$ cat config.mk
export PLATFORM = sky130hd
export DESIGN_NAME = keypad_scanner
export DESIGN_NICKNAME = d
export VERILOG_FILES = /design/src/rtl/keypad_pkg.sv /design/src/rtl/keypad_scanner_checker.sv /design/src/rtl/scan_tick_gen.sv /design/src/rtl/keypad_scanner.sv
export SDC_FILE = /design/constraint.sdc
export NUM_CORES = 1
export LEC_CHECK = 0
export ABC_CLOCK_PERIOD_IN_PS = 4019
export CAP_MARGIN = 20
export CELL_PAD_IN_SITES_DETAIL_PLACEMENT = 0
export CELL_PAD_IN_SITES_GLOBAL_PLACEMENT = 1
export CORE_ASPECT_RATIO = 2
export CORE_MARGIN = 1
export CORE_UTILIZATION = 25
export CTS_BUF_LIST = sky130_fd_sc_hd__clkbuf_2
export DETAILED_ROUTE_END_ITERATION = 10
export PLACE_DENSITY = 0.48
export SETUP_SLACK_MARGIN = 0.1
export SYNTH_ARGS = -nofsm -noshare
export SYNTH_HDL_FRONTEND = slang
export SYNTH_SLANG_ARGS = --single-unit
$ cat constraint.sdc
create_clock -name clk -period 4.02 [get_ports clk]
set_input_delay 1.005 -clock clk [delete_from_list [all_inputs] [get_ports clk]]
set_output_delay 1.005 -clock clk [all_outputs]
set_load 0.01 [all_outputs]
$ cat src/rtl/keypad_pkg.sv
// Shared types and helpers for the 4x4 matrix keypad scanner.
package keypad_pkg;

  localparam int NUM_ROWS = 4;
  localparam int NUM_COLS = 4;

  typedef enum logic [1:0] {
    SCAN       = 2'd0,
    DEBOUNCE   = 2'd1,
    PRESSED    = 2'd2,
    RELEASE_DB = 2'd3
  } state_t;

  // Hex legend printed on the keypad, indexed by (row, column).
  function automatic logic [3:0] key_map(input logic [1:0] row_idx,
                                         input logic [1:0] col_idx);
    logic [3:0] code_s;
    case ({row_idx, col_idx})
      4'h0:    code_s = 4'h1;
      4'h1:    code_s = 4'h2;
      4'h2:    code_s = 4'h3;
      4'h3:    code_s = 4'hA;
      4'h4:    code_s = 4'h4;
      4'h5:    code_s = 4'h5;
      4'h6:    code_s = 4'h6;
      4'h7:    code_s = 4'hB;
      4'h8:    code_s = 4'h7;
      4'h9:    code_s = 4'h8;
      4'hA:    code_s = 4'h9;
      4'hB:    code_s = 4'hC;
      4'hC:    code_s = 4'hE;
      4'hD:    code_s = 4'h0;
      4'hE:    code_s = 4'hF;
      4'hF:    code_s = 4'hD;
      default: code_s = 4'h0;
    endcase
    return code_s;
  endfunction

  // Index of the lowest-numbered row pulled low; only meaningful when some row is low.
  function automatic logic [1:0] lowest_low(input logic [NUM_ROWS-1:0] rows_n);
    logic [1:0] idx_s;
    if (!rows_n[0]) begin
      idx_s = 2'd0;
    end else if (!rows_n[1]) begin
      idx_s = 2'd1;
    end else if (!rows_n[2]) begin
      idx_s = 2'd2;
    end else begin
      idx_s = 2'd3;
    end
    return idx_s;
  endfunction

  // Active-low one-cold column strobe for a column index.
  function automatic logic [NUM_COLS-1:0] col_strobe(input logic [1:0] col_idx);
    return ~(4'b0001 << col_idx);
  endfunction

endpackage

$ cat src/rtl/keypad_scanner_checker.sv
// Run-time invariants of the keypad scanner outputs.
module keypad_scanner_checker (
  input logic       clk,
  input logic       reset,
  input logic [3:0] cols,
  input logic       key_valid,
  input logic       key_held
);

  // Exactly one column strobe is driven low.
  a_one_cold_cols: assert property (@(posedge clk) disable iff (!reset) $onehot(~cols));

  // A new key is always reported as held.
  a_valid_implies_held: assert property (@(posedge clk) disable iff (!reset) key_valid |-> key_held);

  // The valid strobe never lasts more than one clock.
  a_valid_single_cycle: assert property (@(posedge clk) disable iff (!reset) !(key_valid && $past(key_valid)));

endmodule

$ cat src/rtl/scan_tick_gen.sv
// Prescaler producing a one-clk scan tick every SCAN_DIV clock cycles.
module scan_tick_gen #(
  parameter int SCAN_DIV = 24000
) (
  input  logic clk,
  input  logic reset,
  output logic tick
);

  localparam int PW = (SCAN_DIV > 1) ? $clog2(SCAN_DIV) : 1;
  localparam logic [PW-1:0] LAST     = PW'(SCAN_DIV - 1);
  localparam logic [PW-1:0] PRE_LAST = PW'(SCAN_DIV - 2);

  logic [PW-1:0] prescaler_r;

  // Free-running prescaler counting 0..SCAN_DIV-1 and wrapping.
  always_ff @(posedge clk or negedge reset) begin
    if (!reset) begin
      prescaler_r <= '0;
    end else if (prescaler_r == LAST) begin
      prescaler_r <= '0;
    end else begin
      prescaler_r <= prescaler_r + PW'(1);
    end
  end

  // Registered tick, high exactly while the prescaler sits at its last value.
  always_ff @(posedge clk or negedge reset) begin
    if (!reset) begin
      tick <= 1'b0;
    end else begin
      tick <= (prescaler_r == PRE_LAST);
    end
  end

endmodule

$ cat src/rtl/keypad_scanner.sv
// 4x4 matrix keypad scanner: column strobing, debounce, and one key code per press.
module keypad_scanner
  import keypad_pkg::*;
#(
  parameter int SCAN_DIV       = 24000,
  parameter int DEBOUNCE_TICKS = 20
) (
  input  logic                clk,
  input  logic                reset,
  input  logic [NUM_ROWS-1:0] rows,
  output logic [NUM_COLS-1:0] cols,
  output logic [3:0]          key_code,
  output logic                key_valid,
  output logic                key_held
);

  localparam int CW = $clog2(DEBOUNCE_TICKS + 1);
  localparam logic [CW-1:0] DB_LAST = CW'(DEBOUNCE_TICKS);

  logic [NUM_ROWS-1:0] rows_meta_r;
  logic [NUM_ROWS-1:0] rows_sync_r;
  logic                tick_s;
  state_t              state_r;
  logic [1:0]          col_idx_r;
  logic [1:0]          row_idx_r;
  logic [CW-1:0]       count_r;
  logic [1:0]          next_col_s;
  logic [CW-1:0]       count_inc_s;
  logic                any_low_s;
  logic                row_low_s;

  scan_tick_gen #(
    .SCAN_DIV(SCAN_DIV)
  ) u_tick (
    .clk   (clk),
    .reset (reset),
    .tick  (tick_s)
  );

  keypad_scanner_checker u_checker (
    .clk       (clk),
    .reset     (reset),
    .cols      (cols),
    .key_valid (key_valid),
    .key_held  (key_held)
  );

  // Two-flop synchronizer for the asynchronous, pulled-up row inputs.
  always_ff @(posedge clk or negedge reset) begin
    if (!reset) begin
      rows_meta_r <= 4'hF;
      rows_sync_r <= 4'hF;
    end else begin
      rows_meta_r <= rows;
      rows_sync_r <= rows_meta_r;
    end
  end

  assign next_col_s  = col_idx_r + 2'd1;
  assign count_inc_s = count_r + CW'(1);
  assign any_low_s   = (rows_sync_r != 4'hF);
  assign row_low_s   = ~rows_sync_r[row_idx_r];

  // Scan/debounce state machine; every decision happens on a scan tick.
  always_ff @(posedge clk or negedge reset) begin
    if (!reset) begin
      state_r   <= SCAN;
      col_idx_r <= 2'd0;
      row_idx_r <= 2'd0;
      count_r   <= '0;
      cols      <= 4'b1110;
      key_code  <= 4'h0;
      key_valid <= 1'b0;
      key_held  <= 1'b0;
    end else begin
      key_valid <= 1'b0;
      if (tick_s) begin
        case (state_r)
          SCAN: begin
            if (any_low_s) begin
              // Freeze the column and remember which row to watch.
              row_idx_r <= lowest_low(rows_sync_r);
              count_r   <= '0;
              state_r   <= DEBOUNCE;
            end else begin
              col_idx_r <= next_col_s;
              cols      <= col_strobe(next_col_s);
            end
          end
          DEBOUNCE: begin
            if (row_low_s) begin
              count_r <= count_inc_s;
              if (count_inc_s == DB_LAST) begin
                state_r   <= PRESSED;
                key_valid <= 1'b1;
                key_code  <= key_map(row_idx_r, col_idx_r);
                key_held  <= 1'b1;
              end else begin
                state_r <= DEBOUNCE;
              end
            end else begin
              // Bounce: give up on this key and keep scanning.
              state_r   <= SCAN;
              col_idx_r <= next_col_s;
              cols      <= col_strobe(next_col_s);
            end
          end
          PRESSED: begin
            if (!row_low_s) begin
              count_r <= '0;
              state_r <= RELEASE_DB;
            end else begin
              state_r <= PRESSED;
            end
          end
          RELEASE_DB: begin
            if (!row_low_s) begin
              count_r <= count_inc_s;
              if (count_inc_s == DB_LAST) begin
                key_held  <= 1'b0;
                state_r   <= SCAN;
                col_idx_r <= next_col_s;
                cols      <= col_strobe(next_col_s);
              end else begin
                state_r <= RELEASE_DB;
              end
            end else begin
              // Release bounce: the key is still held, no new report.
              state_r <= PRESSED;
            end
          end
          default: begin
            state_r  <= SCAN;
            key_held <= 1'b0;
          end
        endcase
      end
    end
  end

endmodule

# Word level (Yosys, flattened, before mapping)
# Memories as Yosys holds them, arrays and structs flattened. A register that Yosys moved wholly into a read port is not among the register bits.
# Index checks and enable logic that the tools add are counted.
# totals
in_bits	6
regBits	41
romBits	64
mem_count	1
elab_cells	81
# classes
n_bitwise	2
shift	1
addsub	3
order_cmp	1
n_reduce_logical	10
muxes	37
eq_ne	15
# memory_table
memory	depth	width	read_ports	rd_ports_with_merged_regs	write_ports	line	text
(name not given)	16	4	1	1	0	keypad_pkg.sv:18	case ({row_idx, col_idx})
# ops
cell	count
15-bit == test, second input constant	2
2-bit 2-to-1 mux	11
5-bit 2-to-1 mux	4
5-bit one-hot mux with 4 select lines	1
4-bit 2-to-1 mux	4
2-bit inequality test, second input constant	8
15-bit by 1-bit adder with 15-bit output, second input constant	1
15-bit 2-to-1 mux	1
4-bit one-hot mux with 3 select lines	1
6-bit AND reduction	2
1-bit 2-to-1 mux	11
2-bit one-hot mux with 4 select lines	1
2-bit one-hot mux with 3 select lines	1
5-bit by 1-bit adder with 5-bit output, second input constant	1
5-bit == test, second input constant	1
5-bit AND reduction	1
2-bit == test, second input constant	2
4-bit inequality test, second input constant	1
4-bit NOT	1
4-bit AND reduction	1
1-bit by 2-bit << shifter with 4-bit output, first input constant	1
2-bit by 3-bit less-than comparator with 1-bit output, second input constant	1
3-bit AND reduction	1
3-bit nonzero test	1
9 further kinds	9

# Depth between registers and ports, before layout
# Gate-level depths: netlist of run 1.
# depth
depth_word	6
mapped_depth	7

# Cells and area by module
# From an unflattened synthesis of run 1, not the netlist that was laid out.
# hier_totals
hier_cells	235
hier_area_um2	2441.1
# modules_own_cells
mod	instances	cells_per_inst	area_each_um2
keypad_scanner	1	162	1662.8
scan_tick_gen	1	73	778.2

# Least setup slack after synthesis of run 1
# No wires, ideal clock.
# synth_path
kind	register to register
start	reg count_r[0]
end	reg col_idx_r[1]
arrival_ns	1.725
n_path_buf	1
t_required_ns	3.895
path_stages_with_launch	8
setup_slack_ns	2.169
period_less_slack_ns	1.851
path_cell_list	dfrtp_1 ha_1 nor4bb_1 nand2_1 or2_1 a21bo_1 buf_6 mux2_4
# synth_between
elab_chain_len	4
# synth_rtl
item	line	text
start, declared	keypad_scanner.sv:26	logic [CW-1:0] count_r;
start signal, assigned	keypad_scanner.sv:92	count_r <= count_inc_s;
start signal, assigned	keypad_scanner.sv:118	count_r <= count_inc_s;
5-bit by 1-bit adder with 5-bit output	keypad_scanner.sv:60	assign count_inc_s = count_r + CW'(1);
5-bit == test	keypad_scanner.sv:119	if (count_inc_s == DB_LAST) begin
2-bit inequality test (no source line)	n/a	
6-bit AND reduction (no source line)	n/a	
end signal, assigned	keypad_scanner.sv:86	col_idx_r <= next_col_s;
end signal, assigned	keypad_scanner.sv:104	col_idx_r <= next_col_s;
end signal, assigned	keypad_scanner.sv:122	col_idx_r <= next_col_s;
end, declared	keypad_scanner.sv:24	logic [1:0] col_idx_r;
# Every way passes these cells.
# A chain may end at the register's enable or synchronous reset.

# Worst setup path after layout of run 1
# layout_path
start	reg cols[3]
end	out cols[3]
# layout_rtl
item	line	text
start, declared	keypad_scanner.sv:11	output logic [NUM_COLS-1:0] cols,
start signal, assigned	keypad_scanner.sv:87	cols <= col_strobe(next_col_s);
start signal, assigned	keypad_scanner.sv:105	cols <= col_strobe(next_col_s);
start signal, assigned	keypad_scanner.sv:123	cols <= col_strobe(next_col_s);
# No word-level cell between the ends.

==> results of run 1 <==
[where the power goes]
part	switching, mW	internal (mW)	total (mW)
clock	0.161	0.106	0.266
combinational	0.0132	0.00957	0.0227
sequential	0.00305	0.461	0.464
total	0.177	0.577	0.753
[stage by stage]
step / hold WS, ps / power, mW / std cells / area [sq um] / worst slack, ps
global placement: 345 / 0.493 / 313 / 2440 / 1850
finish: 373 / 0.753 / 322 / 2530 / 1470
global route: 380 / 0.791 / 322 / 2530 / 1360
detailed placement: 347 / 0.493 / 313 / 2440 / 1830
floorplan: 345 / 0.477 / 203 / 2200 / 2170
CTS: 376 / 0.775 / 321 / 2510 / 1400
[placed cells by master, fill, tap and decap left out, types with 3 or more instances in the layout]
| cell | n |
|---|---|
| nor3_1 | 3 |
| clkbuf_2 | 6 |
| dfstp_2 | 11 |
| ha_1 | 9 |
| nor2_1 | 19 |
| xor2_1 | 8 |
| nand3_1 | 11 |
| a21oi_1 | 10 |
| dfrtp_1 | 34 |
| nand4_1 | 4 |
| mux2_4 | 3 |
| o21ai_0 | 8 |
| xnor2_1 | 5 |
| nand2b_1 | 3 |
| nand2_1 | 19 |
| nor4_1 | 3 |
| inv_1 | 13 |
| clkdlybuf4s50_1 | 14 |
| mux2i_1 | 8 |
[logic make-up after synthesis]
family                     after synthesis  synth area share (%)
AOI/OAI and AO/OA                       30                  9.22
and+or+nand+nor                         73                  17.0
DFF                                     45                  51.9
adders and majority gates                9                  5.12
buffers and inverters                   18                  3.41
xor gates and xnor gates                13                  5.18
muxes                                   15                  8.25
[layer usage]
layer,vias up,global-route usage (%),share of wire (%)
met5,-,0,0
met4,0,5.56,2.3
met3,5,2.62,2.9
met2,16,19.8,55
met1,701,11.7,40
li1,730,-,-
[area by class of cell]
cell class | count | share of cell area (%)
well taps | 100 | 4.95
clock buffers | 6 | 1.19
repair buffers | 16 | 6.54
multi-input cells | 140 | 38.9
flip-flops and latches | 45 | 45.1
inverters | 13 | 1.93
clock inverters | 2 | 1.34
[sequential cells by signal, summed over array words and instances (netlist names)]
register,count
u_tick.prescaler_r,15
count_r,5
cols,4
key_code,4
rows_meta_r,4
rows_sync_r,4
col_idx_r,2
row_idx_r,2
state_r,2
key_held,1
key_valid,1
u_tick.tick,1
[worst reg2reg max path: cells and delay by family (launching register included)]
kind / cells / cell delay (ps)
flops: 1 / 660
compound gates: 1 / 310
mux: 3 / 980
simple gates: 1 / 160
[worst paths after layout]
check | from | end | slack [ps] | depth (start not counted)
max | cols[3] | cols[3] | 1470 | 1
min | rows_meta_r[2] | rows_sync_r[2] | 370 | 0
max reg2reg | row_idx_r[1] | col_idx_r[1] | 1830 | 5
min reg2reg | rows_meta_r[2] | rows_sync_r[2] | 370 | 0
max in group asynchronous | reset | cols[2] | 3000 | 2
min in group asynchronous | reset | count_r[1] | 440 | 1
==> results.ini, run 1 <==
[synthesis]
ys_warn_count=0
synth_top_area_share_pct=38.7
ys_top_cells_by_count=dfrtp_1 (34), nand2_1 (19), nor2_1 (19)
syn-num-nets=218
synth.distinct_cells=40
synth.avg_cell_area_sq_um=10.8
ys_ff_latch=45
ys_seq_area_share_pct=51.8
synthesis.area_sq_um=2200
synth_area_leaders=dfrtp_1 (39%), dfstp_2 (13%), ha_1 (5.1%)
synth_top_area_cell=dfrtp_1
async_reset_ff_share_pct=100
synth.most_common_cell=dfrtp_1
synthCells=203
synthFlopType=dfrtp_1
synth_edf_count=0

[clocking]
htreeDepth=2
ctsResizeCount=0
post-cts-setup-buffers=0
cts_buffers=5
cts_hold_buf=0
clockBufferDepth=2
cts-root-buf=clkbuf_2
cts.clk_slew.worst_paths_ps=240
clock_latency_ps=440
cts_sinks=45
cts_tree=yes

[status]
status=completed

[timing]
tns_ps=0
worst_pin_slew_ps=706
setup_viol_count_final=0
max_freq_mhz=392
fin_skew_ps=20.8
finalHoldViolCount=0
maxSlewViolCount=0
worst_slew_margin_rel_pct=52.6
period_minus_slack_ps=2550
finalCritPeriodShare_pct=63.5
rsz0062_at_grt=false

[critical_path]
crit_path_top_delay_cell=dfstp_2
cp_top_family=flip-flops
crit_chain=clkdlybuf4s50_1
cp_num_buf_inv=1
critPathMaxFanout=2
cp.arrival_ps=1550
crit_type=reg -> out
worst_ep_required_time_ps=3010
slowest_delay_ps=580
end_kind=primary output
start_kind=flip-flop

[final_layout]
fin_nets=236
seqCellArea_sq_um=1140
final_util_pct=29.4
diodes=0
syn_to_final_growth_pct=14.9
fillers=931
multi_input_area_sq_um=983
drive_gt1_share_pct=13.1

[global_route]
grt_pass1_vias=1476
grt_pass1_wl_microns=7370
track_usage_pct=11.2
grt_max_degree=46
antenna_found_initial=0
grt-ovfl-total=0

[die]
initial_core_util_pct=25.6
dieWidth_microns=68.3
die_height_microns=135
num_rows=48
fp.coreArea_sq_um=8590
num_io_pins=16
die_area_sq_um=9190

[run]
drv_cap=0

[placed_design]
dp_hpwl_microns=3160
gp_congestion=0.733
numPortBuffers=15

[worst_hold_path]
min_path_type=reg -> reg

[drt]
num_vias=1452
drc=0
wire_per_inst_microns=13.9
drtIter0Drc=52
avgViaCountPerCell=4.51
first_pass_iters=4
ant_nets=0
wl_microns=4470

[pwr]
pwr_density_cell_nw_per_um2=298
ir_drop_mv=0.114
p_leak_nw=1.09

Power figures use the tool's default switching activity.
==> run 2, diff against run 1 <==
ABC_CLOCK_PERIOD_IN_PS = 2240   (was 4019)
PLACE_DENSITY = 0.5   (was 0.48)
clock period = 2.24 ns   (was 4.02 ns; I/O delays follow)
==> run 2 against run 1 <==
Worst hold slack worse by 340 ps; sequential share of layout area fell by 1.3 points; via count grew 2.5%; setup slack got worse by 1200 ps; clock power grew 120%; utilization grew 0.90 points; design area increased by 3.1%; first-iteration DRC count is 38% lower; global-route usage rose by 0.33 points; register-to-register slack worse by 1500 ps; critical path type is now reg -> reg.
==> results.ini, run 2 (synthesized netlist as in run 1, its figures left out) <==
[status]
status=completed

[placed_design]
numPortBuffers=15
gp_congestion=0.692
dp_hpwl_microns=3360
preCtsSetupSlack_ps=273

[clocking]
post-cts-setup-buffers=0
cts_sinks=45
clock_latency_ps=440
cts_tree=yes
htreeDepth=2
clockBufferDepth=2
cts.clk_slew.worst_paths_ps=250
cts_buffers=5
cts-root-buf=clkbuf_2

[global_route]
antenna_found_initial=0
track_usage_pct=11.5
grt-ovfl-total=0
grt_max_degree=27
grt_pass1_vias=1578
grt_pass1_wl_microns=7780

[timing]
hold_ws_ps=33.3
worst_slew_margin_rel_pct=63.8
max_freq_mhz=515
setup_slack_ps=298
tns_ps=0
finalCritPeriodShare_pct=86.7
rsz0062_at_grt=false
fin_skew_ps=27.9
worst_pin_slew_ps=541
finalHoldViolCount=0
maxSlewViolCount=0
setup_viol_count_final=0
period_minus_slack_ps=1940

[drt]
wire_per_inst_microns=13.7
drtIter0Drc=32
first_pass_iters=4
num_vias=1488
avgViaCountPerCell=4.54
drc=0
ant_nets=0
wl_microns=4490

[pwr]
seqPwrFrac_pct=57.5
switchingPower_uw=306
total_power_mw=1.45
comb_power_share_pct=2.9
pwr_density_cell_nw_per_um2=556
ir_drop_mv=0.324
p_leak_nw=1.16
p_clk_share_pct=39.7
power.internal_mw=1.14
swShare_pct=21.1

[final_layout]
syn_to_final_growth_pct=18.4
drive_gt1_share_pct=16.2
largest-register=u_tick.prescaler_r
largest_register_ffs=15
layout_common_cells=dfrtp_1 (34), nand2_1 (19), nor2_1 (19), inv_1 (13)
layout.cells.most_common=dfrtp_1
fin_nets=242
largestRegisters=u_tick.prescaler_r: 15 flops, count_r: 5 flops
diodes=0

[run]
drv_cap=0

[critical_path]
critPathMaxFanout=4
start_kind=flip-flop
crit_type=reg -> reg
end_kind=flip-flop
worst_ep_required_time_ps=2580
cp.arrival_ps=2280

[die]
die_height_microns=135
fp.coreArea_sq_um=8590
die_area_sq_um=9190
dieWidth_microns=68.3
num_rows=48
num_io_pins=16
initial_core_util_pct=25.6

[worst_hold_path]
min_path_type=in -> async

[run 2: power groups by stage]
stage / Combinational, mW / Sequential (mW) / Clock (mW)
2_1_floorplan: 0.0118 / 0.844 / 0
3_3_place_gp: 0.0438 / 0.845 / 0
3_5_place_dp: 0.0442 / 0.845 / 0
4_1_cts: 0.0442 / 0.833 / 0.604
5_1_grt: 0.0474 / 0.835 / 0.634
6_report: 0.0419 / 0.832 / 0.574
[run 2: routing by layer]
metal  vias to the layer above  global-route usage, %  part of all wire, %
li1                        740                      -                    -
met5                         -                      0                    0
met2                        15                   20.1                   56
met1                       727                   12.4                   39
met3                         6                   2.79                  2.4
met4                         0                   5.21                  2.1
[run 2: path summary, 6_finish.rpt]
kind	startpoint	to	slack (ps)	cells after the start
worst max-delay path	count_r[0]	key_code[0]	300	5
worst min-delay path	reset	count_r[3]	30	1
worst max register to register	count_r[0]	key_code[0]	300	5
worst min register to register	rows_meta_r[1]	rows_sync_r[1]	370	0
max in group asynchronous	reset	cols[1]	1580	2
min in group clk	rows_meta_r[1]	rows_sync_r[1]	370	0
[run 2: timing repair]
action                                  CTS  global route
endpoints found under the setup margin    2             9
hold buffers                              0             0
resized for setup                         2             2
[run 2: cell type report]
class                   count  area (sq um)
clock buffers               5          25.0
clock inverters             3          65.1
fillers                   922          5980
inverters                  13          48.8
multi-input cells         140           990
flip-flops and latches     45          1140
well taps                 100           125
repair buffers             22           210
[run 2: critical path: stages, from the launching register on]
cell	delay, ps
dfrtp_1	450
ha_1	240
nor4bb_2	270
nand3_1	230
nor3b_4	310
mux2_1	340
[run 2: through the flow]
step / util [%] / instances / area, sq um
floorplan: - / 203 / 2200
global placement: 29.2 / 320 / 2510
detailed placement: 29.2 / 320 / 2510
CTS: 30.2 / 328 / 2590
global route: 30.3 / 328 / 2600
finish: 30.3 / 328 / 2600
